<file path="config.mk">
export PLATFORM = sky130hd
export DESIGN_NAME = mpdmac_sched
export DESIGN_NICKNAME = d
export VERILOG_FILES = /design/src/rtl/mpdmac_sched.sv
export SDC_FILE = /design/constraint.sdc
export NUM_CORES = 1
export LEC_CHECK = 0
export ABC_AREA = 0
export BUFFER_PORTS_ARGS = -buffer_cell sky130_fd_sc_hd__buf_2
export CAP_MARGIN = 0
export CORE_AREA = 2 2 142 144
export CTS_CLUSTER_DIAMETER = 60
export DETAILED_ROUTE_END_ITERATION = 10
export DIE_AREA = 0 0 144 146
export PLACE_DENSITY_LB_ADDON = 0.15
export SLEW_MARGIN = 20
export SYNTH_ARGS = -nofsm -noshare
export SYNTH_HDL_FRONTEND = slang
export SYNTH_SLANG_ARGS = --single-unit
</file>
<file path="constraint.sdc">
create_clock -name clk -period 4.3 [get_ports clk]
set_input_delay 0.215 -clock clk [delete_from_list [all_inputs] [get_ports clk]]
set_output_delay 0.215 -clock clk [all_outputs]
set_load 0.01 [all_outputs]
</file>
<file path="src/rtl/mpdmac_sched.sv">
// rtl/mpdmac_sched.sv - round-robin job scheduler feeding one shared mirror-padding DMA engine
// Optional per-channel interrupt block is built only when MPDMAC_SCHED_IRQ_EN is defined.
module mpdmac_sched #(
    parameter int NCH = 4
) (
    input  logic              clk,
    input  logic              rst_n,
    input  logic [NCH-1:0]    req_valid_i,
    output logic [NCH-1:0]    req_ready_o,
    input  logic [NCH*32-1:0] req_src_addr_i,
    input  logic [NCH*32-1:0] req_dst_addr_i,
    input  logic [NCH*6-1:0]  req_mat_width_i,
    output logic [NCH-1:0]    cmpl_o,
    output logic              err_o,
    output logic              busy_o,
    output logic [31:0]       eng_src_addr_o,
    output logic [31:0]       eng_dst_addr_o,
    output logic [5:0]        eng_mat_width_o,
    output logic              eng_start_o,
    input  logic              eng_done_i
`ifdef MPDMAC_SCHED_IRQ_EN
    ,
    output logic              irq_o,
    output logic [NCH-1:0]    irq_status_o,
    input  logic [NCH-1:0]    irq_clr_i
`endif
);

    localparam int CW = (NCH > 1) ? $clog2(NCH) : 1;

    localparam logic [2:0] S_IDLE  = 3'd0;
    localparam logic [2:0] S_CHECK = 3'd1;
    localparam logic [2:0] S_START = 3'd2;
    localparam logic [2:0] S_RUN   = 3'd3;
    localparam logic [2:0] S_CMPL  = 3'd4;

    logic [2:0]    state_q, state_d;
    logic [CW-1:0] rr_q, rr_d;
    logic [CW-1:0] ch_q, ch_d;
    logic          err_q, err_d;
    logic [31:0]   src_q, src_d;
    logic [31:0]   dst_q, dst_d;
    logic [5:0]    w_q, w_d;

    logic          gnt_found;
    logic [CW-1:0] gnt_idx;
    logic [CW-1:0] scan_idx;
    logic          grant;
    logic          width_ok;
    logic [31:0]   sel_src;
    logic [31:0]   sel_dst;
    logic [5:0]    sel_w;

    // First pending channel at or after the round-robin pointer, wrapping modulo NCH.
    always_comb begin
        gnt_found = 1'b0;
        gnt_idx   = '0;
        scan_idx  = '0;
        for (int i = 0; i < NCH; i++) begin
            scan_idx = CW'((int'(rr_q) + i) % NCH);
            if (!gnt_found && req_valid_i[scan_idx]) begin
                gnt_found = 1'b1;
                gnt_idx   = scan_idx;
            end
        end
    end

    always_comb begin
        sel_src = '0;
        sel_dst = '0;
        sel_w   = '0;
        for (int k = 0; k < NCH; k++) begin
            if (gnt_idx == CW'(k)) begin
                sel_src = req_src_addr_i[32*k +: 32];
                sel_dst = req_dst_addr_i[32*k +: 32];
                sel_w   = req_mat_width_i[6*k +: 6];
            end
        end
    end

    // rst_n gates the accept pulse so no ready escapes while the block is held in reset.
    assign grant    = rst_n && (state_q == S_IDLE) && gnt_found && eng_done_i;
    assign width_ok = !w_q[0] && (w_q >= 6'd2) && (w_q <= 6'd60);

    always_comb begin
        state_d = state_q;
        rr_d    = rr_q;
        ch_d    = ch_q;
        err_d   = err_q;
        src_d   = src_q;
        dst_d   = dst_q;
        w_d     = w_q;
        case (state_q)
            S_IDLE: begin
                if (grant) begin
                    ch_d    = gnt_idx;
                    rr_d    = CW'((int'(gnt_idx) + 1) % NCH);
                    src_d   = sel_src;
                    dst_d   = sel_dst;
                    w_d     = sel_w;
                    state_d = S_CHECK;
                end
            end
            S_CHECK: begin
                if (width_ok) begin
                    state_d = S_START;
                end else begin
                    err_d   = 1'b1;
                    state_d = S_CMPL;
                end
            end
            S_START: begin
                if (!eng_done_i) begin
                    state_d = S_RUN;
                end
            end
            S_RUN: begin
                if (eng_done_i) begin
                    state_d = S_CMPL;
                end
            end
            S_CMPL: begin
                err_d   = 1'b0;
                state_d = S_IDLE;
            end
            default: state_d = S_IDLE;
        endcase
    end

    always_ff @(posedge clk or negedge rst_n) begin
        if (!rst_n) begin
            state_q <= S_IDLE;
            rr_q    <= '0;
            ch_q    <= '0;
            err_q   <= 1'b0;
            src_q   <= '0;
            dst_q   <= '0;
            w_q     <= '0;
        end else begin
            state_q <= state_d;
            rr_q    <= rr_d;
            ch_q    <= ch_d;
            err_q   <= err_d;
            src_q   <= src_d;
            dst_q   <= dst_d;
            w_q     <= w_d;
        end
    end

    assign req_ready_o     = grant ? (NCH'(1) << gnt_idx) : '0;
    assign cmpl_o          = (state_q == S_CMPL) ? (NCH'(1) << ch_q) : '0;
    assign err_o           = (state_q == S_CMPL) && err_q;
    assign busy_o          = (state_q != S_IDLE);
    // Start stays up until the engine reports busy; it ignores the extra cycle.
    assign eng_start_o     = (state_q == S_START);
    assign eng_src_addr_o  = src_q;
    assign eng_dst_addr_o  = dst_q;
    assign eng_mat_width_o = w_q;

`ifdef MPDMAC_SCHED_IRQ_EN
    logic [NCH-1:0] irq_status_q, irq_status_d;
    logic           irq_q;

    // A completion in the same cycle as a clear keeps the status bit set.
    assign irq_status_d = (irq_status_q & ~irq_clr_i) | cmpl_o;

    always_ff @(posedge clk or negedge rst_n) begin
        if (!rst_n) begin
            irq_status_q <= '0;
            irq_q        <= 1'b0;
        end else begin
            irq_status_q <= irq_status_d;
            irq_q        <= |irq_status_d;
        end
    end

    assign irq_status_o = irq_status_q;
    assign irq_o        = irq_q;
`endif

endmodule
</file>
==> reports/results.txt <==
CTS tree -> yes
FF-to-FF path depth -> 8
Row count -> 51
Max incr delay on CP -> 0.89 ns
Delay-heaviest family, CP -> buffers and inverters
Initial antenna violation count -> 2
Most frequent cells in the layout -> 366 x buf_2, 141 x o31ai_1, 78 x dfrtp_1
Area grow syn2layout -> 47.4%
Routed len/inst -> 20.2 um
Clock Tree Buf Depth -> 2
WP depth -> 7
PD cells -> 643 nW/um^2
Clk_lat worst skew -> 0.34 ns
Cell Count, Final, Fillers Out -> 1085
YS warnings -> 0
Pre-Repair DR Iteration Count -> 4
Seq/Total Area, Yosys -> 40.7%
Final HPWL DP -> 14.9 mm
Buffers on Ports -> 367
Worst Hold Path Cells -> 3
Post-DR vias/cell -> 5.33
RSZ-0062 raised after global routing -> false
DR vias -> 5780
Vias in the first global route -> 5691
Gr ovfl total -> 0
Average size of a mapped cell -> 9.68 sq um
Hold Path Class -> input pin to register
Slowest CP cell -> or3_4
Max_slew headroom -> 35.7%
# Post-CTS Setup Buffers -> 0
Switching power of the nets -> 2.05 mW
Crit path time final -> 3.26 ns
Finish-stage setup viols -> 0
Clock group share of total power -> 17.5%
Setup CP Type -> input pin to output pin
H-Tree Depth -> 3
Global-route wire length before repair -> 32.4 mm
CP Launch Type -> input pin
Status -> finished clean
Worst path cell trace -> dlygate4sd3_1 -> buf_4 -> nand2_2 -> buf_4 -> or3_4 -> nor2_1 -> buf_2
Cell Int Power -> 2.49 mW
Max-cap viol count -> 0
Least-Margin Pin Slew -> 0.964 ns
Hold Vio Cnt, Final -> 0
Mapped Cells -> 496
Placer Congestion -> 0.772
Clk root buf -> clkbuf_16
# fillers -> 2025
CP Buf/Inv Count -> 4
Commonest non-fill, non-tap cell in the layout -> buf_2
FMAX -> 0.306 GHz
Library cells used by synthesis -> 39
Post-Place Cells -> 1067
Initial Utilization -> 24.8%
Worst VDD drop -> 267 uV
Share of cells above drive strength 1 -> 49.5%
Leak pwr -> 3.37 nW
Post-synth top flop -> dfrtp_1
Worst EP arrival -> 3.05 ns
Part of the power in registers -> 27.8%
Cts bufs inserted -> 9
Combinational group share of total power -> 54.8%
Post-Route WL -> 21.9 mm
Remaining DRCs -> 0
Die width -> 144 um
Max-slew violations -> 0
EDFF count, synth -> 0
Gr usage total -> 19.8%
Die area -> 21000 sq um
Largest net degree at the start of global routing -> 76
Clock transition at path regs -> 0.06 ns
Synth Net Count -> 787
Core area -> 19300 sq um
Net Sw Frac -> 45.2%
Initial DRC count -> 230
CTS Sinks -> 78
Final setup TNS -> 0 ns
Mapped Area -> 4800 sq um
Clk_skew -> 0.00631 ns
Crit end category -> output pin
I/O Pins -> 368
Final Power -> 4.55 mW
Final net count -> 1105
Antenna-violating nets left -> 0
Yosys reg bits -> 78
Share of async-settable or async-resettable flops after synthesis -> 100%
Multi-input logic area -> 2520 sq um
CP required -> 4.09 ns
Area occupied by registers -> 1950 sq um
Die Span Y -> 146 um
Tcrit/Tclk final -> 75.9%
Worst Path Max Fanout -> 75
Most used cell, CP -> buf_4
==> power by group through the flow <==
stage               clock network (mW)  registers (mW)  logic, mW
floorplan                            0            1.37       1.48
global placement                     0            1.27       2.54
detailed placement                   0            1.28       2.52
CTS                              0.823            1.27       2.52
global route                     0.857            1.31       2.73
finish                           0.794            1.26       2.49
==> per-stage QoR <==
stage / utilization [%] / hold WS, ns / setup slack (ns) / area [sq um]
3_5_place_dp: 35.0 / 0.158 / 1.28 / 6760
3_3_place_gp: 35.0 / 0.154 / 1.36 / 6760
6_report: 36.6 / 0.175 / 1.04 / 7070
2_1_floorplan: - / -0.0806 / 1.78 / 4800
4_1_cts: 36.6 / 0.159 / 1.04 / 7070
5_1_grt: 36.6 / 0.177 / 0.876 / 7070
==> tightest hold or removal path, cell delays in order <==
cell,delay (ns)
buf_2,0.09
nor2_1,0.09
o41ai_1,0.07
==> what timing repair did <==
item,4_1_cts,5_1_grt
hold buffers,1,0
resized for setup,0,0
hold endpoints to repair,23,0
==> registers in the layout (all words and copies together) (netlist names) <==
signal	count
rr_q	2
state_q	3
eng_dst_addr_o	32
err_q	1
eng_src_addr_o	32
ch_q	2
eng_mat_width_o	6
==> per-layer routing <==
layer	GRT usage [%]	up-vias	routed length, um
li1	-	2761	-
met1	24.9	2703	9140
met2	33.8	283	10800
met3	3.85	31	1570
met4	6.67	2	456
met5	0	-	12
==> synthesized netlist by cell type (2+ instances only) <==
cell type	instances	area share (%)
a211oi_1	2	0.31
a221oi_1	69	13
a31oi_1	3	0.39
and2_1	4	0.52
buf_6	6	1.4
clkbuf_1	65	5.1
dfrtp_1	78	41
ha_1	4	1.0
inv_1	7	0.55
nand2_1	3	0.23
nand2b_1	2	0.26
nor2_1	5	0.39
nor3_1	8	0.83
nor3b_1	2	0.31
nor4_1	2	0.26
o22ai_1	70	9.1
o31ai_1	141	22
o41ai_1	2	0.37
or2_2	2	0.26
or3_1	2	0.26
==> final cells by class <==
type | count | share of cell area [%]
timing repair buffer | 379 | 27.3
multi-input combinational | 338 | 35.7
tap | 265 | 4.69
antenna | 1 | 0.0354
clock buffer | 12 | 3.63
clock inverter | 4 | 0.637
inverter | 8 | 0.425
sequential | 78 | 27.6
==> kinds of logic after synthesis <==
logic type	count (synthesis)	share of synthesized area [%]
adders and majority gates	4	1.04
and+or+nand+nor	38	4.64
muxes	2	0.443
buffers and inverters	80	7.22
DFF	78	40.7
AOI/OAI and AO/OA	294	46.0
==> path summary, 6_finish.rpt <==
kind / from / endpoint / slack, ns
max in group asynchronous: rst_n / state_q[0] / 2.84
worst min register to register: eng_src_addr_o[26] / eng_src_addr_o[26] / 0.50
worst max-delay path: rst_n / req_ready_o[3] / 1.04
worst max register to register: rr_q[1] / eng_dst_addr_o[30] / 1.26
worst min-delay path: req_src_addr_i[126] / eng_src_addr_o[30] / 0.18
min in group asynchronous: rst_n / eng_dst_addr_o[21] / 0.33
(Power assumes the default switching activity.)
